**src/rtl/mem_access_unit.sv**
```systemverilog
// Memory-stage load/store engine: one bus request per access, aligned and extended load return.
// Latency: store 2 cycles, load 3 cycles minimum (IDLE->REQ->WAIT->DONE); misaligned completes in 1.
// Backpressure: request fields stay stable until mem_req_ready; pipeline stall is held until done.
module mem_access_unit #(
   parameter int TIMEOUT_CYCLES = 255
) (
   input  logic        clock,
   input  logic        reset,
   input  logic        op_valid,
   input  logic        flush,
   input  logic [63:0] addr,
   input  logic [63:0] store_data,
   input  logic [1:0]  mem_load_type,
   input  logic [1:0]  mem_store_type,
   input  logic        signed_byte,
   input  logic        signed_word,
   output logic        stall,
   output logic        done,
   output logic [63:0] load_data,
   output logic        addr_error,
   output logic        bus_error,
   output logic        mem_req_valid,
   input  logic        mem_req_ready,
   output logic        mem_req_we,
   output logic [63:0] mem_req_addr,
   output logic [63:0] mem_req_wdata,
   output logic [7:0]  mem_req_wstrb,
   input  logic        mem_resp_valid,
   input  logic [63:0] mem_resp_rdata
);

   // Load and store types share the same size encoding.
   localparam logic [1:0] SZ_NONE  = 2'd0;
   localparam logic [1:0] SZ_BYTE  = 2'd1;
   localparam logic [1:0] SZ_WORD  = 2'd2;
   localparam logic [1:0] SZ_DWORD = 2'd3;

   localparam int CNT_W = (TIMEOUT_CYCLES > 1) ? $clog2(TIMEOUT_CYCLES + 1) : 1;
   localparam logic [CNT_W-1:0] CNT_LAST = CNT_W'(TIMEOUT_CYCLES - 1);

   typedef enum logic [1:0] {
      S_IDLE = 2'd0,
      S_REQ  = 2'd1,
      S_WAIT = 2'd2,
      S_DONE = 2'd3
   } state_t;

   state_t            state;
   logic [63:0]       addr_q;
   logic [63:0]       store_data_q;
   logic [1:0]        load_type_q;
   logic [1:0]        store_type_q;
   logic              signed_byte_q;
   logic              signed_word_q;
   logic              drop_q;
   logic [CNT_W-1:0]  cnt_q;
   logic              done_q;
   logic              addr_error_q;
   logic              bus_error_q;
   logic [63:0]       load_data_q;

   logic              access;
   logic              start;
   logic [1:0]        size_in;
   logic              misaligned;
   logic              is_store_q;
   logic              timeout_hit;

   // A store wins when both types are set, so its size decides alignment.
   assign access      = op_valid & ((mem_load_type != SZ_NONE) | (mem_store_type != SZ_NONE));
   assign start       = (state == S_IDLE) & access & ~flush;
   assign size_in     = (mem_store_type != SZ_NONE) ? mem_store_type : mem_load_type;
   assign misaligned  = ((size_in == SZ_WORD)  & (addr[1:0] != 2'b00)) |
                        ((size_in == SZ_DWORD) & (addr[2:0] != 3'b000));
   assign is_store_q  = (store_type_q != SZ_NONE);
   assign timeout_hit = (TIMEOUT_CYCLES != 0) && (cnt_q == CNT_LAST);

   // Stall is combinational in IDLE so the pipeline freezes in the issue cycle itself.
   assign stall         = start | (state == S_REQ) | (state == S_WAIT);
   assign mem_req_valid = (state == S_REQ);
   assign mem_req_we    = is_store_q;
   assign mem_req_addr  = {addr_q[63:3], 3'b000};
   assign done          = done_q;
   assign load_data     = load_data_q;
   assign addr_error    = addr_error_q;
   assign bus_error     = bus_error_q;

   // Pick the addressed lane out of the returned doubleword and extend it.
   function automatic logic [63:0] extract(input logic [63:0] rdata,
                                           input logic [2:0]  lane,
                                           input logic [1:0]  ltype,
                                           input logic        sbyte,
                                           input logic        sword);
      logic [7:0]  b;
      logic [31:0] w;
      logic [63:0] r;
      b = rdata[{lane, 3'b000} +: 8];
      w = lane[2] ? rdata[63:32] : rdata[31:0];
      case (ltype)
         SZ_BYTE:  r = {{56{sbyte & b[7]}}, b};
         SZ_WORD:  r = {{32{sword & w[31]}}, w};
         SZ_DWORD: r = rdata;
         default:  r = '0;
      endcase
      return r;
   endfunction

   // Store lanes are replicated across the bus; byte enables select the target bytes.
   always_comb begin
      mem_req_wdata = '0;
      mem_req_wstrb = '0;
      case (store_type_q)
         SZ_BYTE: begin
            mem_req_wdata = {8{store_data_q[7:0]}};
            mem_req_wstrb = 8'b0000_0001 << addr_q[2:0];
         end
         SZ_WORD: begin
            mem_req_wdata = {2{store_data_q[31:0]}};
            mem_req_wstrb = addr_q[2] ? 8'hF0 : 8'h0F;
         end
         SZ_DWORD: begin
            mem_req_wdata = store_data_q;
            mem_req_wstrb = 8'hFF;
         end
         default: ;
      endcase
   end

   // Access sequencer with registered completion outputs.
   always_ff @(posedge clock or negedge reset) begin
      if (!reset) begin
         state         <= S_IDLE;
         addr_q        <= '0;
         store_data_q  <= '0;
         load_type_q   <= SZ_NONE;
         store_type_q  <= SZ_NONE;
         signed_byte_q <= 1'b0;
         signed_word_q <= 1'b0;
         drop_q        <= 1'b0;
         cnt_q         <= '0;
         done_q        <= 1'b0;
         addr_error_q  <= 1'b0;
         bus_error_q   <= 1'b0;
         load_data_q   <= '0;
      end else begin
         case (state)
            S_IDLE: begin
               if (start) begin
                  addr_q        <= addr;
                  store_data_q  <= store_data;
                  load_type_q   <= mem_load_type;
                  store_type_q  <= mem_store_type;
                  signed_byte_q <= signed_byte;
                  signed_word_q <= signed_word;
                  drop_q        <= 1'b0;
                  if (misaligned) begin
                     // Never reaches the bus; report straight to the exception path.
                     state        <= S_DONE;
                     done_q       <= 1'b1;
                     addr_error_q <= 1'b1;
                     load_data_q  <= '0;
                  end else begin
                     state <= S_REQ;
                  end
               end
            end
            S_REQ: begin
               if (mem_req_ready) begin
                  if (is_store_q) begin
                     // A store accepted in the flush cycle is on the bus, but the
                     // killed instruction gets no completion.
                     if (flush) begin
                        state <= S_IDLE;
                     end else begin
                        state       <= S_DONE;
                        done_q      <= 1'b1;
                        load_data_q <= '0;
                     end
                  end else begin
                     state  <= S_WAIT;
                     cnt_q  <= '0;
                     drop_q <= flush;
                  end
               end else if (flush) begin
                  state <= S_IDLE;
               end
            end
            S_WAIT: begin
               if (mem_resp_valid) begin
                  if (drop_q | flush) begin
                     state <= S_IDLE;
                  end else begin
                     state       <= S_DONE;
                     done_q      <= 1'b1;
                     load_data_q <= extract(mem_resp_rdata, addr_q[2:0], load_type_q,
                                            signed_byte_q, signed_word_q);
                  end
               end else if (timeout_hit) begin
                  if (drop_q | flush) begin
                     state <= S_IDLE;
                  end else begin
                     state       <= S_DONE;
                     done_q      <= 1'b1;
                     bus_error_q <= 1'b1;
                     load_data_q <= '0;
                  end
               end else begin
                  // A flushed load still waits for its response so the bus stays in step.
                  cnt_q  <= cnt_q + CNT_W'(1);
                  drop_q <= drop_q | flush;
               end
            end
            S_DONE: begin
               state        <= S_IDLE;
               done_q       <= 1'b0;
               addr_error_q <= 1'b0;
               bus_error_q  <= 1'b0;
               load_data_q  <= '0;
            end
            default: state <= S_IDLE;
         endcase
      end
   end

endmodule

```
**config.mk**
```make
export PLATFORM = sky130hd
export DESIGN_NAME = mem_access_unit
export DESIGN_NICKNAME = d
export VERILOG_FILES = /design/src/rtl/mem_access_unit.sv
export SDC_FILE = /design/constraint.sdc
export NUM_CORES = 1
export LEC_CHECK = 0
export CAP_MARGIN = 15
export CELL_PAD_IN_SITES_DETAIL_PLACEMENT = 2
export CELL_PAD_IN_SITES_GLOBAL_PLACEMENT = 2
export CORE_ASPECT_RATIO = 1.4
export CORE_MARGIN = 2
export CORE_UTILIZATION = 23
export DETAILED_ROUTE_END_ITERATION = 10
export GPL_TIMING_DRIVEN = 1
export PLACE_DENSITY_LB_ADDON = 0.1
export SETUP_SLACK_MARGIN = 0.2
export SYNTH_ARGS = -nofsm -noshare
export SYNTH_HDL_FRONTEND = slang
export SYNTH_SLANG_ARGS = --single-unit
```
**constraint.sdc**
```tcl
create_clock -name clock -period 1.9 [get_ports clock]
set_input_delay 0.38 -clock clock [delete_from_list [all_inputs] [get_ports clock]]
set_output_delay 0.38 -clock clock [all_outputs]
set_load 0.05 [all_outputs]
```
## Word level (Yosys, flattened, before mapping)

Index checks and enable logic that the tools add are counted.

- Register bits: 212
- Bits of input ports: 204
- Output and inout port bits: 206
- Word-level logic and storage cells: 122

- Add/subtract/negate cells: 1
- Equal/unequal tests: 24
- Shifts and indexed selects: 2
- Muxes and demuxes: 51
- Bitwise gates (word level): 13
- Reduce and logical (&&, ||, !) cells: 18

Operator list:

| cell | count |
|---|---|
| 64-bit 2-to-1 mux | 9 |
| 64-bit case mux with 3 select lines | 2 |
| 64-bit case mux with 4 select lines | 1 |
| 64-bit by 7-bit indexed part select with 8-bit output | 1 |
| 8-bit 2-to-1 mux | 5 |
| 32-bit 2-to-1 mux | 1 |
| 8-bit case mux with 3 select lines | 1 |
| 2-bit 2-to-1 mux | 10 |
| 2-bit == test (second input constant) | 8 |
| 1-bit 2-to-1 mux | 16 |
| 2-bit != test (second input constant) | 8 |
| 8-bit case mux with 2 select lines | 1 |
| 2-bit nonzero test | 7 |
| 6-bit AND reduction | 2 |
| 8-bit by 1-bit adder with 8-bit output (second input constant) | 1 |
| 8-bit == test (second input constant) | 1 |
| 2-bit case mux with 4 select lines | 1 |
| 1-bit by 3-bit left shift with 8-bit output (first input constant) | 1 |
| 1-bit bitwise AND | 7 |
| 7-bit AND reduction | 1 |
| 2-bit by 1-bit == test with 1-bit output (second input constant) | 3 |
| 3-bit AND reduction | 2 |
| 3-bit nonzero test | 2 |
| 1-bit OR | 5 |
| other kinds (11) | 13 |

## Longest topological paths before layout

Gate-level depths: netlist of the first run.

- Word-level depth: 8
- Mapped depth: 10
- Mapped depth without buffers: 7

## Worst setup path before layout of the first run

OpenSTA, ideal clock, no wires.

- Path kind: reg-to-output
- From: register addr_q[2]
- To: output port mem_req_wstrb[4]
- Data arrival time: 2.218 ns
- Data required time: 1.520 ns
- Setup slack: -0.698 ns
- Stages on the path, launching flop included: 6
- Path buffers: 3
- Cell sequence: dfrtp_1 -> clkbuf_1 -> buf_2 -> buf_2 -> nand2_1 -> o31ai_1

- Cells in the longest elaborated chain, start to end: 2
- Elaborated cells between the ends (all ways): 3

RTL lines:

| item | line | RTL |
|---|---|---|
| start: declaration | 49 | `logic [63:0] addr_q;` |
| start signal: assignment | 149 | `addr_q <= addr;` |
| 8-bit 2-to-1 mux / 1-bit by 3-bit left shift with 8-bit output (equally long branches) | 119, 115 |  |
| 8-bit case mux with 3 select lines (*) | 112 | `case (store_type_q)` |
| end: declaration | 27 | `output logic [7:0] mem_req_wstrb,` |

Mark *: on every way between the ends. The rest lies on a longest branch, timed or not.

## Worst setup path after layout of the first run

- From: register state[1]
- To: output port stall

- Cells in the longest elaborated chain, start to end: 5
- Elaborated cells between the ends (all ways): 7

RTL lines:

| item | line | RTL |
|---|---|---|
| start: declaration | 48 | `state_t state;` |
| start signal: assignment | 132 | `state <= S_IDLE;` |
| start signal: assignment | 158 | `state <= S_DONE;` |
| start signal: assignment | 163 | `state <= S_REQ;` |
| 2-bit zero test | 71 | `assign start = (state == S_IDLE) & access & ~flush;` |
| 1-bit bitwise AND (2 in a row) | 71 |  |
| 1-bit OR | 79 | `assign stall = start \| (state == S_REQ) \| (state == S_WAIT);` |
| 1-bit OR (*) | 79 |  |
| end: declaration | 17 | `output logic stall,` |

Marked as above.

==> Implementation_results.wiki, run 1 <==
{| class="wikitable"
! Metric !! Value
|-
| Commonest non-fill, non-tap cell in the layout || sky130_fd_sc_hd__nand2_1
|-
| Number of DRC violations after detailed routing || 0
|-
| Max clock buf depth || 3
|-
| Commonest cells after routing, fill and taps aside || sky130_fd_sc_hd__nand2_1 (387), sky130_fd_sc_hd__dfrtp_1 (207), sky130_fd_sc_hd__clkdlybuf4s50_1 (202), sky130_fd_sc_hd__buf_4 (188), sky130_fd_sc_hd__buf_12 (103)
|-
| Max Fanout on Critical Path || 2
|-
| Slew @ Worst Pin || 482.3 ps
|-
| Ratio of routed vias to standard cells || 4.721
|-
| Max-cap violations || 0
|-
| Post-synthesis sequential area ratio || 48.32%
|-
| Gate family responsible for the most delay along the worst path || simple AND/OR/NAND/NOR gates
|-
| Fill cell count || 4851
|-
| Buffering stage count on the worst path with inverters included || 2
|-
| Async S/R FF share, synth || 100.0%
|-
| Setup Skew || 11.80 ps
|-
| Max rail drop VDD || 1.002 mV
|-
| Area Overhead vs Synth || 87.44%
|-
| Count of vias placed by the detailed router || 11280
|-
| First-pass GRT wire length || 82600 um
|-
| Max H-tree Level || 1
|-
| Final worst-path cycle share || 127.1%
|-
| Delay contributed by the slowest stage of the critical path || 400 ps
|-
| Total power density per cell area || 1957 nW/um2
|-
| CP Data Arrival Time || 2040 ps
|-
| Number of clock sinks || 212
|-
| Category of the critical setup timing path || register to output port
|-
| Mapped Avg Cell Area || 8.740 um2
|-
| Highest attainable clock frequency || 413.9 MHz
|-
| RD Place Congestion || 0.8041
|-
| Count of pins over their slew limit || 0
|-
| Final HPWL from detailed placement || 37140 um
|-
| Overall routing resource usage || 22.00%
|-
| Num rows || 94
|-
| Starting Density || 23.34%
|-
| Top_reg_cell synth || sky130_fd_sc_hd__dfrtp_1
|-
| Tmin final || 2416 ps
|-
| Summed instance area of the synthesized netlist || 10980 um2
|-
| Flip-flop and latch count after synthesis || 212
|-
| Core box area || 47050 um2
|-
| Setup slack at placement || -584.8 ps
|-
| Slack of the critical path || -515.8 ps
|-
| Number of antenna violations at the first check in global routing || 9
|-
| Root Driver || sky130_fd_sc_hd__clkbuf_16
|-
| Placed instance count || 2244
|-
| Max-slew headroom at the worst pin || 67.43%
|-
| Detailed-router iteration count before antenna repair || 4
|-
| Leakage power summed over all cells || 0.009540 uW
|-
| Clock latency on the worst-skew pair || 560 ps
|-
| Number of flops mapped to enable cells by yosys || 0
|-
| Count of placed standard cells in the final layout, fillers left out || 2390
|-
| CTS tree || built
|-
| Critical path cell sequence || inv_2, ha_4, and3b_2, o41a_4, or3_4, buf_12
|-
| Maximum number of pins on one net before global-route repair || 55
|-
| Via count of the first global-routing pass || 12730
|-
| Type of the worst min-delay path || primary input to asynchronous set/reset pin
|-
| Detailed Route WL || 59400 um
|-
| Number of placed I/O pins || 410
|-
| Violated checks || negative setup slack
|-
| Count of buffers inserted at the top-level ports || 406
|-
| CP endpoint kind || output port
|-
| Overall die area || 49520 um2
|-
| Outcome || finished, violations left
|-
| Layout cells sized above 1 || 42.73%
|-
| Number of nets in the final layout || 1951
|-
| Height of the chip || 262.5 um
|-
| Total CTS buffers || 26
|-
| RSZ-0062 raised after global routing || yes
|-
| Final Setup Violations || 198
|-
| Clock-pin transition on the worst setup and hold timing paths || 60 ps
|-
| Global route overflow || 0
|-
| Kind of start point of the critical path || register
|-
| Number of hold violations in the final report || 0
|-
| Routed length per instance || 24.86 um
|-
| Crit path max-delay cell type || sky130_fd_sc_hd__or3_4
|-
| Endpoint required time on the critical path || 1520 ps
|-
| Die Width || 188.6 um
|-
| Antenna-violating nets left || 0
|-
| Cells after synthesis || 1256
|-
| Synthesis warning total || 0
|-
| Initial DRC count || 399
|-
| Yosys cell types || 54
|}
[cells by family (layout without fill, tap and decap cells)]
| family | count (synthesis) | after routing | share of synthesized area (%) |
|---|---|---|---|
| compound gates | 201 | 202 | 13.15 |
| xor+xnor | 6 | 6 | 0.4787 |
| fa+ha+maj | 7 | 7 | 0.7978 |
| buf+inv | 158 | 659 | 7.898 |
| flops | 212 | 212 | 48.32 |
| mux | 73 | 73 | 7.659 |
| other cells | 1 | 9 | 0.03416 |
| simple gates | 598 | 598 | 21.66 |
[area by class of cell]
cell class	instances	area (um2)	area share, %
tap	624	780.7	3.794
antenna	6	15.01	0.07297
clock inverter	14	155.1	0.7540
sequential	212	5311	25.81
clock buffer	34	752.0	3.654
timing repair buffer	598	7079	34.40
inverter	13	58.81	0.2858
multi-input combinational	889	6425	31.22
[worst paths after layout]
kind                                       startpoint                           end  slack [ps]  depth (start not counted)
worst max-delay path             state[1]$_DFFE_PN0P_                         stall        -520                          6
worst min-delay path                            reset        addr_q[33]$_DFFE_PN0P_         290                          2
worst max register to register   state[1]$_DFFE_PN0P_              done$_DFFE_PN0P_        -370                         11
worst min register to register  addr_q[3]$_DFFE_PN0P_         addr_q[3]$_DFFE_PN0P_         480                          2
max in group asynchronous                       reset     load_data[14]$_DFFE_PN0P_         950                          3
min in group clock                     store_data[23]  store_data_q[23]$_DFFE_PN0P_         350                          3
[sequential cells by signal, indices dropped and copies added (netlist names)]
name,count
addr_error,1
addr_q,64
bus_error,1
cnt_q,8
done,1
drop_q,1
load_data,64
load_type_q,2
signed_byte_q,1
signed_word_q,1
state,2
store_data_q,64
store_type_q,2
[power breakdown]
part	leakage [uW]	internal, uW	total (uW)	switching, uW
registers	0.00274	6110	7450	1340
clock network	0.000441	3190	5420	2230
logic	0.00636	11600	27400	15800
total	0.00954	20900	40300	19400
[layer usage]
layer	up-vias	share of wire [%]	global-route usage, %
li1	5105	-	-
met1	5722	36	23.73
met2	361	54	40.86
met3	87	6.6	6.130
met4	8	3.3	7.390
met5	-	0.081	0
[Yosys cell counts (4+ instances only)]
| cell type | instances | area share, % |
|---|---|---|
| sky130_fd_sc_hd__clkbuf_1 | 52 | 1.8 |
| sky130_fd_sc_hd__nor3_1 | 5 | 0.23 |
| sky130_fd_sc_hd__nand2_1 | 533 | 18 |
| sky130_fd_sc_hd__mux2i_1 | 12 | 1.1 |
| sky130_fd_sc_hd__buf_2 | 24 | 1.1 |
| sky130_fd_sc_hd__a21oi_1 | 64 | 2.9 |
| sky130_fd_sc_hd__buf_1 | 4 | 0.14 |
| sky130_fd_sc_hd__nor2b_1 | 13 | 0.74 |
| sky130_fd_sc_hd__o21ai_0 | 30 | 1.4 |
| sky130_fd_sc_hd__o2bb2ai_1 | 64 | 5.1 |
| sky130_fd_sc_hd__mux2_2 | 58 | 5.9 |
| sky130_fd_sc_hd__buf_4 | 65 | 4.4 |
| sky130_fd_sc_hd__a222oi_1 | 6 | 0.55 |
| sky130_fd_sc_hd__nor2_1 | 16 | 0.55 |
| sky130_fd_sc_hd__nand3_1 | 7 | 0.32 |
| sky130_fd_sc_hd__dfrtp_1 | 212 | 48 |
| sky130_fd_sc_hd__inv_1 | 13 | 0.44 |
| sky130_fd_sc_hd__a32o_1 | 4 | 0.36 |
| sky130_fd_sc_hd__ha_1 | 7 | 0.80 |
| sky130_fd_sc_hd__o21a_1 | 4 | 0.27 |
| sky130_fd_sc_hd__a21o_1 | 4 | 0.27 |
| sky130_fd_sc_hd__xnor2_1 | 6 | 0.48 |
[per-stage QoR]
| stage | instance area [um2] | hold WS (ps) | utilization (%) | setup TNS [ps] | power [uW] |
|---|---|---|---|---|---|
| after detailed placement | 16950 | 291.4 | 36.03 | -91070 | 29630 |
| final | 20580 | 293.5 | 43.74 | -52100 | 40260 |
| after floorplan | 11510 | 84.41 | - | -5484 | 20680 |
| after CTS | 19310 | 299.0 | 41.05 | -46450 | 38390 |
| after global placement | 16950 | 291.1 | 36.03 | -82130 | 29230 |
| after global routing | 20570 | 314.9 | 43.72 | -72450 | 42060 |
[repair_timing]
item | 4_1_cts | 5_1_grt
setup endpoints to repair | 324 | 302
endpoints found under the hold margin | 27 | 0
setup buffers | 34 | 17
gates resized for setup | 336 | 176
hold buffers | 1 | 0
cloned | 22 | 18
pin swaps | 27 | 38
Note: power is estimated with default switching activity, not from simulation.
==> run 2, diff against run 1 <==
--- a/config.mk
+++ b/config.mk
@@ -5,13 +5,14 @@
 export SDC_FILE = /design/constraint.sdc
 export NUM_CORES = 1
 export LEC_CHECK = 0
-export CAP_MARGIN = 15
+export CAP_MARGIN = 25
 export CELL_PAD_IN_SITES_DETAIL_PLACEMENT = 2
 export CELL_PAD_IN_SITES_GLOBAL_PLACEMENT = 2
 export CORE_ASPECT_RATIO = 1.4
 export CORE_MARGIN = 2
-export CORE_UTILIZATION = 23
+export CORE_UTILIZATION = 33
 export DETAILED_ROUTE_END_ITERATION = 10
+export DONT_BUFFER_PORTS = 1
 export GPL_TIMING_DRIVEN = 1
 export PLACE_DENSITY_LB_ADDON = 0.1
 export SETUP_SLACK_MARGIN = 0.2
==> constraint.sdc (replaced) <==
create_clock -name clock -period 2.2 [get_ports clock]
set_input_delay 0.44 -clock clock [delete_from_list [all_inputs] [get_ports clock]]
set_output_delay 0.44 -clock clock [all_outputs]
set_load 0.05 [all_outputs]
==> run 2 against run 1 <==
Net effect: the run ends with negative hold slack, negative setup slack left; design area shrank 19%; flip-flop and latch count unchanged; routed wire length down 12%; die area shrank 30%; sequential power increased by 21%; global-route usage increased by 3.4 points; combinational power shrank 34%; register-to-register slack better by 180 ps; via count decreased by 10%.
==> Implementation_results.wiki, run 2 (synthesis results as in run 1) <==
{| class="wikitable"
! Metric !! Value
|-
| Outcome || finished, violations left
|-
| Violated checks || negative hold slack, negative setup slack
|-
| Via count of the first global-routing pass || 10860 (-15%)
|-
| Area Overhead vs Synth || 51.30%
|-
| Setup Skew || 14.95 ps (+3.156 ps)
|-
| Initial DRC count || 523 (+31%)
|-
| Global route overflow || 0 (unchanged)
|-
| Count of vias placed by the detailed router || 10120 (-10%)
|-
| Max-cap violations || 0 (unchanged)
|-
| Worst slack on hold paths || -400.0 ps (-693.5 ps)
|-
| Antenna-violating nets left || 0 (unchanged)
|-
| RD Place Congestion || 0.7881 (-2.0%)
|-
| Footprint of the flip-flops and latches || 5308 um2 (about the same)
|-
| Fill cell count || 3372 (-30%)
|-
| Number of placed I/O pins || 410 (unchanged)
|-
| Total power density per cell area || 1876 nW/um2 (-4.1%)
|-
| Clock-pin transition on the worst setup and hold timing paths || 70 ps (about the same)
|-
| Max-slew headroom at the worst pin || 47.17% (-20 points)
|-
| Commonest non-fill, non-tap cell in the layout || sky130_fd_sc_hd__nand2_1
|-
| Gate family responsible for the most delay along the worst path || buffers and inverters
|-
| Routed length per instance || 27.78 um (+12%)
|-
| Kind of start point of the critical path || register
|-
| Max rail drop VDD || 0.9265 mV (-7.5%)
|-
| Tmin final || 2388 ps
|-
| Slew @ Worst Pin || 782.2 ps (+299.9 ps)
|-
| Highest attainable clock frequency || 418.8 MHz
|-
| Total CTS buffers || 24 (-7.7%)
|-
| Multi-input combinational cell area || 6188 um2 (-3.7%)
|-
| CTS tree || built
|-
| Crit path max-delay cell type || sky130_fd_sc_hd__dfrtp_1
|-
| Delay contributed by the slowest stage of the critical path || 370 ps (-30 ps)
|-
| Clock latency on the worst-skew pair || 540 ps (-20 ps)
|-
| Commonest cells after routing, fill and taps aside || sky130_fd_sc_hd__nand2_1 (432), sky130_fd_sc_hd__dfrtp_1 (210), sky130_fd_sc_hd__dlygate4sd3_1 (84), sky130_fd_sc_hd__buf_8 (68), sky130_fd_sc_hd__a21oi_1 (64)
|-
| Critical path cell sequence || inv_2, buf_4, ha_4, o21a_1, a221oi_4, o211ai_1, buf_4, clkbuf_16, buf_12, buf_16, o2bb2ai_2
|-
| Overall routing resource usage || 25.44% (+3.4 points)
|-
| Ratio of routed vias to standard cells || 5.368 (+14%)
|-
| RSZ-0062 raised after global routing || yes
|-
| CP endpoint kind || register
|-
| Tot Pwr || 31170 uW (-23%)
|-
| Number of nets in the final layout || 1637 (-16%)
|-
| Worst setup path startpoint || state[1]$_DFFE_PN0P_
|-
| Final worst-path cycle share || 108.5%
|-
| Number of buffers inserted by hold repair at cts || 84 (+83)
|-
| Max H-tree Level || 1 (unchanged)
|-
| Most frequent CP cell || sky130_fd_sc_hd__buf_4
|-
| RR Startpoint || state[1]$_DFFE_PN0P_
|-
| Layout cells sized above 1 || 35.19% (-7.5 points)
|-
| Root Driver || sky130_fd_sc_hd__clkbuf_16
|-
| Detailed Route WL || 52370 um (-12%)
|-
| Count of pins over their slew limit || 0 (unchanged)
|-
| Count of buffers inserted at the top-level ports || 0 (-100%)
|-
| Endpoint required time on the critical path || 2620 ps (+1100 ps)
|-
| Die Width || 158.2 um (-16%)
|-
| Core box area || 33010 um2 (-30%)
|-
| Category of the critical setup timing path || register to register
|-
| Utilization of the core after routing || 50.31% (+6.6 points)
|-
| Number of clock sinks || 212 (unchanged)
|-
| Final Setup Violations || 134 (-32%)
|-
| Height of the chip || 219.8 um (-16%)
|-
| Number of DRC violations after detailed routing || 0 (unchanged)
|-
| Max Fanout on Critical Path || 7 (+5)
|-
| Setup slack at placement || -21.83 ps (+563.0 ps)
|-
| CP Data Arrival Time || 2800 ps (+760 ps)
|-
| First-pass GRT wire length || 67350 um (-18%)
|-
| Number of antenna violations at the first check in global routing || 2 (-7)
|-
| Overall die area || 34760 um2 (-30%)
|-
| Number of hold violations in the final report || 212 (+212)
|-
| Type of the worst min-delay path || primary input to asynchronous set/reset pin
|-
| Num rows || 79 (-16%)
|-
| Buffering stage count on the worst path with inverters included || 6 (+4)
|-
| Starting Density || 33.25% (+9.9 points)
|-
| Slack of the critical path || -187.6 ps (+328.2 ps)
|-
| Detailed-router iteration count before antenna repair || 6 (+2)
|-
| Final HPWL from detailed placement || 28150 um (-24%)
|-
| Max clock buf depth || 3 (unchanged)
|-
| Leakage power summed over all cells || 0.007699 uW (-19%)
|-
| Maximum number of pins on one net before global-route repair || 213 (+290%)
|}
## run 2: cell types whose count changed in the layout (fill, tap and decap cells not counted), sizes merged
cell	previous run	this run
buf	361	192
bufbuf	2	0
bufinv	3	1
clkbuf	48	41
clkdlybuf4s15	18	0
clkdlybuf4s50	202	0
clkinv	7	6
clkinvlp	6	2
diode	6	2
dlygate4sd3	1	84
inv	11	12
o21ai	33	32
## run 2: path summary, 6_finish.rpt
kind	endpoint	slack, ps	depth (start not counted)
max	load_data[57]$_DFFE_PN0P_	-190	11
min	addr_q[9]$_DFFE_PN0P_	-400	0
max reg2reg	load_data[57]$_DFFE_PN0P_	-190	11
min reg2reg	store_data_q[39]$_DFFE_PN0P_	480	2
max in group asynchronous	store_type_q[0]$_DFFE_PN0P_	2230	0
min in group clock	store_data_q[19]$_DFFE_PN0P_	20	2
## run 2: per-layer routing
metal / global-route usage, % / wire [um] / up-vias
met5: 0 / 0 / -
met3: 7.571 / 4125 / 73
met2: 47.10 / 28750 / 366
li1: - / - / 4443
met4: 7.087 / 1522 / 0
met1: 27.88 / 17970 / 5237
## run 2: report_power, final
part / internal, uW / switching, uW / total, uW
logic: 7940 / 10200 / 18100
registers: 5220 / 3790 / 9000
clock network: 2300 / 1730 / 4030
total: 15500 / 15700 / 31200
## run 2: final cells by class
class / count / share of cell area, %
diodes: 2 / 0.03013
clock buffers: 30 / 4.121
clock inverters: 8 / 0.4294
inverters: 13 / 0.3164
multi-input cells: 888 / 37.26
flip-flops and latches: 212 / 31.95
well taps: 445 / 3.352
repair buffers: 287 / 22.54
## run 2: what timing repair did
item,in CTS,in global routing
setup endpoints to repair,151,285
endpoints found under the hold margin,296,212
buffers inserted,41,15
pin swaps,29,51
gates resized for setup,275,219
gates cloned,11,17
## run 2: per-stage QoR
step	instances	instance area, um2	setup TNS (ps)	hold slack [ps]
final	1885	16610	-12200	-400.0
after global routing	1884	16610	-21630	-427.2
after CTS	1851	15130	-6421	-433.1
after detailed placement	1677	11920	-245.6	150.2
after global placement	1676	11910	0	150.5
after floorplan	1258	11080	0	144.4
==> run 3, diff against run 2 <==
--- a/config.mk
+++ b/config.mk
@@ -16,6 +16,7 @@
 export GPL_TIMING_DRIVEN = 1
 export PLACE_DENSITY_LB_ADDON = 0.1
 export SETUP_SLACK_MARGIN = 0.2
+export SKIP_LAST_GASP = 1
 export SYNTH_ARGS = -nofsm -noshare
 export SYNTH_HDL_FRONTEND = slang
 export SYNTH_SLANG_ARGS = --single-unit
==> run 3 against run 2 <==
Net effect: the flow still finishes with violations (negative hold slack, negative setup slack); sequential power hardly changed; clock skew up 2.0 ps; core utilization increased by 0.28 points; non-clock buffer count rose by 7; worst hold slack worse by 3.3 ps; final cell count up 0.32%; largest cell class unchanged; largest power group unchanged.
==> Implementation_results.wiki, run 3 (synthesis results as in run 1) <==
{| class="wikitable"
! Metric !! Value
|-
| Tmin final || 2384 ps (-3.774 ps)
|-
| Overall die area || 34760 um2 (unchanged)
|-
| CTS tree || built
|-
| Maximum number of pins on one net before global-route repair || 213 (unchanged)
|-
| Critical Path Stages || 5 (-6)
|-
| Sequential fraction of design power || 29.0% (about the same)
|-
| Global route overflow || 0 (unchanged)
|-
| Leakage power summed over all cells || 0.007731 uW (+0.42%)
|-
| Endpoint required time on the critical path || 1760 ps (-860 ps)
|-
| Max Fanout on Critical Path || 4 (-3)
|-
| Number of DRC violations after detailed routing || 0 (unchanged)
|-
| Critical path cell sequence || inv_2, buf_4, ha_4, buf_4, or3_4
|-
| Layout cells sized above 1 || 35.99% (+0.80 points)
|-
| Switching Fraction || 50.42% (about the same)
|-
| Outcome || finished, violations left
|-
| Routed length per instance || 27.37 um (-1.5%)
|-
| RSZ-0062 raised after global routing || yes
|-
| Tot Pwr || 31080 uW (-0.29%)
|-
| RD Place Congestion || 0.7881 (unchanged)
|-
| Buffering stage count on the worst path with inverters included || 3 (-3)
|-
| Clock-pin transition on the worst setup and hold timing paths || 70 ps (about the same)
|-
| Delay contributed by the slowest stage of the critical path || 480 ps (+110 ps)
|-
| Violated checks || negative hold slack, negative setup slack
|-
| Antenna-violating nets left || 0 (unchanged)
|-
| Fraction of power consumed by the clock network || 13.0% (about the same)
|-
| Count of vias placed by the detailed router || 10140 (+0.23%)
|-
| Power Internal || 15410 uW (-0.30%)
|-
| Type of the worst min-delay path || primary input to asynchronous set/reset pin
|-
| Total CTS buffers || 24 (unchanged)
|-
| Share of total power in combinational logic || 58.0% (-0.2 points)
|-
| Via count of the first global-routing pass || 10860 (+0.055%)
|-
| Cell area after placement || 11920 um2 (unchanged)
|-
| Power dissipated by switching net loads || 15670 uW (-0.29%)
|-
| Crit path max-delay cell type || sky130_fd_sc_hd__or3_4
|-
| Ratio of routed vias to standard cells || 5.363 (about the same)
|-
| Root Driver || sky130_fd_sc_hd__clkbuf_16
|-
| Footprint of the flip-flops and latches || 5309 um2 (about the same)
|-
| Multi-input combinational cell area || 6190 um2 (about the same)
|-
| Area Overhead vs Synth || 52.15%
|-
| Final Instance Area || 16700 um2 (+0.56%)
|-
| Clock latency on the worst-skew pair || 540 ps (about the same)
|-
| Count of buffers inserted at the top-level ports || 0 (unchanged)
|-
| First-pass GRT wire length || 67410 um (about the same)
|-
| FF-to-FF path depth || 12 (+1)
|-
| Placed instance count || 1677 (unchanged)
|-
| Number of buffers inserted by hold repair at cts || 84 (unchanged)
|-
| Number of clock sinks || 212 (unchanged)
|-
| Utilization of the core after routing || 50.60% (+0.28 points)
|-
| Final Setup Violations || 102 (-24%)
|-
| Worst slack on hold paths || -403.3 ps (-3.323 ps)
|-
| Number of placed I/O pins || 410 (unchanged)
|-
| Max H-tree Level || 1 (unchanged)
|-
| Max-slew headroom at the worst pin || 50.82% (+3.6 points)
|-
| Final HPWL from detailed placement || 28150 um (unchanged)
|-
| Most frequent CP cell || sky130_fd_sc_hd__buf_4
|-
| Initial DRC count || 492 (-5.9%)
|-
| Count of pins over their slew limit || 0 (unchanged)
|-
| Gate family responsible for the most delay along the worst path || simple AND/OR/NAND/NOR gates
|-
| Number of hold violations in the final report || 212 (unchanged)
|-
| Detailed Route WL || 51760 um (-1.2%)
|-
| Max clock buf depth || 3 (unchanged)
|-
| CP Data Arrival Time || 1940 ps (-860 ps)
|-
| CP endpoint kind || output port
|-
| Highest attainable clock frequency || 419.5 MHz (+0.16%)
|-
| Count of placed standard cells in the final layout, fillers left out || 1891 (+0.32%)
|-
| Final worst-path cycle share || 108.4% (-0.17 points)
|-
| Slack of the critical path || -183.9 ps (+3.774 ps)
|-
| Max-cap violations || 0 (unchanged)
|-
| Kind of start point of the critical path || register
|-
| Number of nets in the final layout || 1644 (+0.43%)
|-
| Total negative setup slack || -9525 ps (+2680 ps)
|-
| Die Width || 158.2 um (unchanged)
|-
| Starting Density || 33.25% (unchanged)
|-
| Setup Skew || 16.98 ps (+2.033 ps)
|-
| Height of the chip || 219.8 um (unchanged)
|-
| Category of the critical setup timing path || register to output port
|-
| Total power density per cell area || 1860 nW/um2 (-0.85%)
|-
| Slew @ Worst Pin || 728.2 ps (-53.93 ps)
|-
| Overall routing resource usage || 25.48% (+0.043 points)
|-
| Fill cell count || 3398 (+0.77%)
|-
| Max rail drop VDD || 0.9624 mV (+3.9%)
|-
| Num rows || 79 (unchanged)
|-
| Detailed-router iteration count before antenna repair || 4 (-2)
|-
| Commonest non-fill, non-tap cell in the layout || sky130_fd_sc_hd__nand2_1
|-
| Commonest cells after routing, fill and taps aside || sky130_fd_sc_hd__nand2_1 (442), sky130_fd_sc_hd__dfrtp_1 (209), sky130_fd_sc_hd__dlygate4sd3_1 (84), sky130_fd_sc_hd__nand2_2 (60), sky130_fd_sc_hd__a21oi_1 (60)
|-
| Number of antenna violations at the first check in global routing || 1 (-1)
|-
| Core box area || 33010 um2 (unchanged)
|}
[run 3: worst paths after layout]
kind                                                 to  slack (ps)                    startpoint
max                                               stall        -180          state[0]$_DFFE_PN0P_
min in group clock               addr_q[35]$_DFFE_PN0P_          20                      addr[35]
min                               addr_q[9]$_DFFE_PN0P_        -400                         reset
max reg2reg                   load_data[11]$_DFFE_PN0P_        -120          state[0]$_DFFE_PN0P_
min reg2reg                store_data_q[43]$_DFFE_PN0P_         480  store_data_q[43]$_DFFE_PN0P_
max in group asynchronous   store_type_q[0]$_DFFE_PN0P_        2080                         reset
[run 3: final cells by class]
type	count	area share, %
multi-input combinational	888	37.06
sequential	212	31.78
timing repair buffer	294	22.97
clock buffer	30	4.097
tap	445	3.333
clock inverter	8	0.4270
inverter	13	0.3146
antenna	1	0.01498
[run 3: through the flow]
step | hold WS, ps | worst slack (ps)
final | -403.3 | -183.9
after floorplan | 144.4 | 10.07
after global routing | -429.2 | -244.9
after CTS | -433.1 | -186.5
after detailed placement | 150.2 | -21.83
after global placement | 150.5 | 69.43
[run 3: metal layers]
metal  wire length, um  global-route usage (%)  up-vias  part of all wire (%)
met5                 0                       0        -                     0
met4              1890                   7.477        0                   3.7
met3              4018                   7.473       90                   7.8
met2             27840                   47.36      363                    54
met1             18020                   27.68     5232                    35
li1                  -                       -     4457                     -
[run 3: power by group through the flow]
stage                     registers, uW  logic, uW  clock network, uW
after floorplan                    6540      10600                  0
after global placement             8850      11400                  0
after detailed placement           8900      11700                  0
after CTS                          8870      15200               4130
after global routing               9170      19000               4280
final                              9000      18000               4050
[run 3: repair_timing]
item | CTS | global route
buffers inserted | 41 | 22
endpoints found under the setup margin | 151 | 285
endpoints found under the hold margin | 296 | 212
cloned | 11 | 17
resized for setup | 225 | 249
pin swaps | 14 | 44
==> RTL edit 1, RTL diff (settings of run 1) <==
Put one more register stage on the output `addr_error`, cleared by the reset. The value now appears one clock later. The other outputs are not delayed to match.
--- a/src/rtl/mem_access_unit.sv
+++ b/src/rtl/mem_access_unit.sv
@@ -82,7 +82,13 @@
    assign mem_req_addr  = {addr_q[63:3], 3'b000};
    assign done          = done_q;
    assign load_data     = load_data_q;
-   assign addr_error    = addr_error_q;
+   always_ff @(posedge clock or negedge reset) begin
+      if (!reset) begin
+         addr_error <= '0;
+      end else begin
+         addr_error <= addr_error_q;
+      end
+   end
    assign bus_error     = bus_error_q;
 
    // Pick the addressed lane out of the returned doubleword and extend it.
Behaviour: not the same (Yosys sat finds a counterexample within 4 cycles, from zero or initial values and one cycle with reset low).
==> RTL edit 1 against run 1 <==
- the run still ends with setup timing left
- routed wire length rose by 8.6%
- largest power group unchanged
- area after synthesis rose by 1.5%
- first-iteration DRC count fell by 11%
- final area rose by 7.8%
- worst setup slack got worse by 0.026 ns
- non-clock buffer count rose by 90
- largest cell class unchanged
- core utilization rose by 2.6 points
- power rose by 10%
- via count rose by 6.1%
- sequential cell count rose by 1
==> RTL edit 1: results (changes against run 1) <==
- The final reports fail on setup timing.
- The setup total negative slack was -51.74 ns (+0.364 ns).
- The met3 global-route usage was 0.0471 (-0.0142).
- The half-perimeter wire length after detailed placement is 41300 um (+11%).
- The startpoint identified for the worst register-to-register timing path is state[0].
- The count of placed standard cells including taps is 2357 (+5.0%).
- The total of endpoints with negative setup slack in the final report came to 146 (-26%).
- The peak supply drop came to 0.00141 V (+41%).
- The capturing point of the worst reg2reg path is load_data[62].
- The post-detailed-route via-to-cell ratio was 4.75 (+0.69%).
- The relative contribution of sequential cells to total power was 0.171 (-0.014).
- The post-route clock skew is 0.0112 ns (-0.000624 ns).
- The run finished, with violations left.
- The met1 global-route usage is 0.238 (+0.000889).
- The post-synthesis compound-gate area fraction came to 0.141 (+0.00931).
- The setup slack of the critical path after layout is -0.542 ns (-0.0263 ns).
- The length of the first detailed-routing pass in iterations was 5 (+1).
- By area the synthesized netlist is led by sky130_fd_sc_hd__dfrtp_1 (48%), sky130_fd_sc_hd__nand2_1 (18%), sky130_fd_sc_hd__buf_4 (4.3%), sky130_fd_sc_hd__a21oi_1 (4.0%), sky130_fd_sc_hd__mux2_2 (3.1%).
- The combinational power is 0.0309 W (+13%).
- The maximum number of pins on one net before global-route repair was 54 (-1.8%).
- The ratio of cells with drive above 1 in the final layout is 0.452 (+0.0250).
- The number of nets in the final layout was 2075 (+6.4%).
- The portion of the post-synthesis area used by sequential elements came to 0.478 (-0.00481).
- The path class of the tightest hold or removal check is in -> reg.
- The met1 wire length was 22200 um (+2.9%).
- The wire length on met2 was 35700 um (+12%).
- The global-route wire length before repair is 86300 um (+4.5%).
- Ranked by instance count, the synthesized netlist is headed by sky130_fd_sc_hd__nand2_1 (542), sky130_fd_sc_hd__dfrtp_1 (213), sky130_fd_sc_hd__a21oi_1 (88), sky130_fd_sc_hd__buf_4 (64), sky130_fd_sc_hd__clkbuf_1 (55).
- The worst slew margin relative to its limit is 0.507 (-0.168).
- The post-synthesis mux area share came to 0.0584 (-0.0182).
- The post-synthesis share of cell area spent on xor and xnor gates is 0.00236 (-0.00243).
- The peak fanout along the critical path came to 7 (+5).
RTL edit 1: cell count changes after synthesis, sizes merged, moves of 5 or more:
cell / delta
a22o: +31
o2bb2ai: -30
mux2i: +8
mux2: -27
nand3b: +5
a21oi: +32
nor2b: +10
nand2: +9
RTL edit 1: repair_timing:
action / 4_1_cts / 5_1_grt
resized for setup: 361 / 242
endpoints found under the setup margin: 316 / 302
endpoints found under the hold margin: 44 / 0
gates cloned: 12 / 24
buffers inserted: 39 / 31
hold buffers: 1 / 0
pin swaps: 55 / 96
RTL edit 1: critical path: stages, from the launching register on:
cell and delay (ns):
sky130_fd_sc_hd__dfrtp_4 0.56, sky130_fd_sc_hd__buf_12 0.18, sky130_fd_sc_hd__nor2b_2 0.14, sky130_fd_sc_hd__buf_6 0.15
sky130_fd_sc_hd__a21oi_2 0.05, sky130_fd_sc_hd__o21ai_2 0.25, sky130_fd_sc_hd__buf_12 0.18
RTL edit 1: area by class of cell:
type	count	area, um2
Multi-Input combinational cell	922	7140
Fill cell	4834	25700
Timing Repair Buffer	688	7880
Clock inverter	15	190
Antenna cell	3	7.51
Sequential cell	213	5340
Inverter	11	52.6
Tap cell	630	788
Clock buffer	37	796
RTL edit 1: how the worst max path moves through the flow:
stage | start | slack (ns) | cells past startpoint | end
6_report | store_type_q[1] | -0.54 | 6 | mem_req_wdata[32]
3_5_place_dp | mem_resp_rdata[39] | -0.54 | 7 | load_data[51]
4_1_cts | store_type_q[1] | -0.54 | 7 | mem_req_wdata[54]
3_3_place_gp | mem_resp_rdata[39] | -0.54 | 7 | load_data[62]
2_1_floorplan | state[0] | -0.02 | 8 | load_data[35]
5_1_grt | store_type_q[1] | -0.62 | 6 | mem_req_wdata[61]
==> RTL edit 2, RTL diff (settings of run 1) <==
Without the edit above. The parameter `TIMEOUT_CYCLES` goes from 255 to 510.
--- a/src/rtl/mem_access_unit.sv
+++ b/src/rtl/mem_access_unit.sv
@@ -2,7 +2,7 @@
 // Latency: store 2 cycles, load 3 cycles minimum (IDLE->REQ->WAIT->DONE); misaligned completes in 1.
 // Backpressure: request fields stay stable until mem_req_ready; pipeline stall is held until done.
 module mem_access_unit #(
-   parameter int TIMEOUT_CYCLES = 255
+   parameter int TIMEOUT_CYCLES = 510
 ) (
    input  logic        clock,
    input  logic        reset,
Behaviour: same outputs for any inputs over 4 cycles, from zero or initial values and one cycle with reset low; that may be too few to reach the edited logic, so the function may still have changed.
==> RTL edit 2 against run 1 <==
- the run still ends with setup timing left
- sequential cell count increased by 1
- area after synthesis increased by 1.2%
- worst setup slack improved by 0.076 ns
- critical path depth increased by 1
- power increased by 3.5%
- final area increased by 8.2%
- via count increased by 1.8%
- routed wire length increased by 6.6%
- critical endpoint is now mem_req_wdata[51]
==> RTL edit 2: results (changes against run 1) <==
- The flow ran to the end, but the final reports show violations.
- The checks that failed: setup timing.
- The arrival time of data at the critical path endpoint is 1.96 ns (-0.08 ns).
- The leakage power total is 10.4 nW (+9.2%).
- The initial antenna violation count is 7 (-2).
- The DRC marker count from the first detailed-route iteration is 431 (+8.0%).
- The instance count of the mapped netlist came to 1250 (-0.48%).
- The commonest cells after synthesis are sky130_fd_sc_hd__nand2_1 (527), sky130_fd_sc_hd__dfrtp_1 (213), sky130_fd_sc_hd__mux2_2 (68), sky130_fd_sc_hd__o2bb2ai_1 (66), sky130_fd_sc_hd__buf_4 (65).
- The half-perimeter wire length after detailed placement is 38700 um (+4.3%).
- The global-route wire length before repair is 82200 um (-0.48%).
- The setup slack of the critical path after layout was -0.440 ns (+0.0757 ns).
- The number of nets in the final layout is 1976 (+1.3%).
- The count of placed standard cells including taps is 2273 (+1.3%).
- The area share of the leading cell type in the synthesized netlist is 0.480 (-0.00325).
- The portion of the post-synthesis area used by sequential elements is 0.480 (-0.00325).
- The maximum number of pins on one net before global-route repair is 103 (+87%).
- The filler cell count is 4756 (-2.0%).
- The average wire length per cell after detail routing came to 26.2 um (+5.5%).
- By area the synthesized netlist is led by sky130_fd_sc_hd__dfrtp_1 (48%), sky130_fd_sc_hd__nand2_1 (18%), sky130_fd_sc_hd__mux2_2 (6.9%), sky130_fd_sc_hd__o2bb2ai_1 (5.2%), sky130_fd_sc_hd__buf_4 (4.4%).
- The slowest cell on the critical path is sky130_fd_sc_hd__dfrtp_2.
- The ratio of cells with drive above 1 in the final layout is 0.565 (+0.138).
- The worst-margin pin slew came to 0.693 ns (+0.211 ns).
- The peak supply drop is 0.00119 V (+19%).
- The total of endpoints with negative setup slack in the final report was 225 (+14%).
- The maximum cell stage delay along the critical path is 0.45 ns (+0.05 ns).
[RTL edit 2: routing by layer]
| layer | vias to the layer above | GRT usage |
|---|---|---|
| met3 | 87 | 0.0594 |
| met4 | 6 | 0.0748 |
| li1 | 5159 | - |
| met5 | - | 0 |
| met2 | 351 | 0.402 |
| met1 | 5878 | 0.234 |
[RTL edit 2: per-stage QoR]
step	total power [W]	hold slack, ns	utilization	setup TNS (ns)
2_1_floorplan	0.0207	0.0844	-	0
3_3_place_gp	0.0291	0.319	0.355	-84.74
3_5_place_dp	0.0294	0.320	0.356	-84.36
4_1_cts	0.0383	0.328	0.402	-58.81
5_1_grt	0.0436	0.335	0.465	-66.38
6_report	0.0417	0.317	0.465	-48.73
[RTL edit 2: power groups by stage]
stage | clock [W] | combinational, W | sequential [W]
floorplan | 0 | 0.0131 | 0.00758
detailed placement | 0 | 0.0221 | 0.00733
global placement | 0 | 0.0218 | 0.00727
CTS | 0.00528 | 0.0257 | 0.00731
finish | 0.00512 | 0.0290 | 0.00752
global route | 0.00545 | 0.0304 | 0.00773
[RTL edit 2: worst paths after layout]
kind | startpoint | end | slack [ns] | cells past startpoint
min in group clock | store_data[51] | store_data_q[51] | 0.37 | 3
max in group asynchronous | reset | addr_q[29] | 0.83 | 3
max | store_type_q[1] | mem_req_wdata[51] | -0.44 | 7
min reg2reg | store_data_q[38] | store_data_q[38] | 0.47 | 2
max reg2reg | state[0] | load_data[15] | -0.35 | 12
min | reset | addr_q[16] | 0.32 | 2
[RTL edit 2: area by class of cell]
class,count,area [um2],area share
diodes,3,7.51,0.000337
clock buffers,38,787,0.0354
clock inverters,6,60.1,0.00270
inverters,12,57.6,0.00259
multi-input cells,882,7640,0.343
flip-flops and latches,213,5340,0.240
well taps,630,788,0.0354
repair buffers,630,7580,0.341
[RTL edit 2: logic make-up (layout without fill, tap and decap cells)]
family | Yosys count | in the layout | synth area share
AOI/OAI and AO/OA | 204 | 205 | 0.132
adders and majority gates | 7 | 7 | 0.00789
buffers and inverters | 158 | 686 | 0.0864
DFF | 213 | 213 | 0.480
muxes | 78 | 78 | 0.0825
other | 1 | 6 | 0.000338
and+or+nand+nor | 589 | 589 | 0.211
[RTL edit 2: repair_timing]
action                                 in CTS  in global routing
pin swaps                                  13                191
hold buffers                                1                  0
gates resized for setup                   328                602
endpoints found under the hold margin      31                  0
cloned                                     13                 34
setup buffers                              19                 27
setup endpoints to repair                 328                315
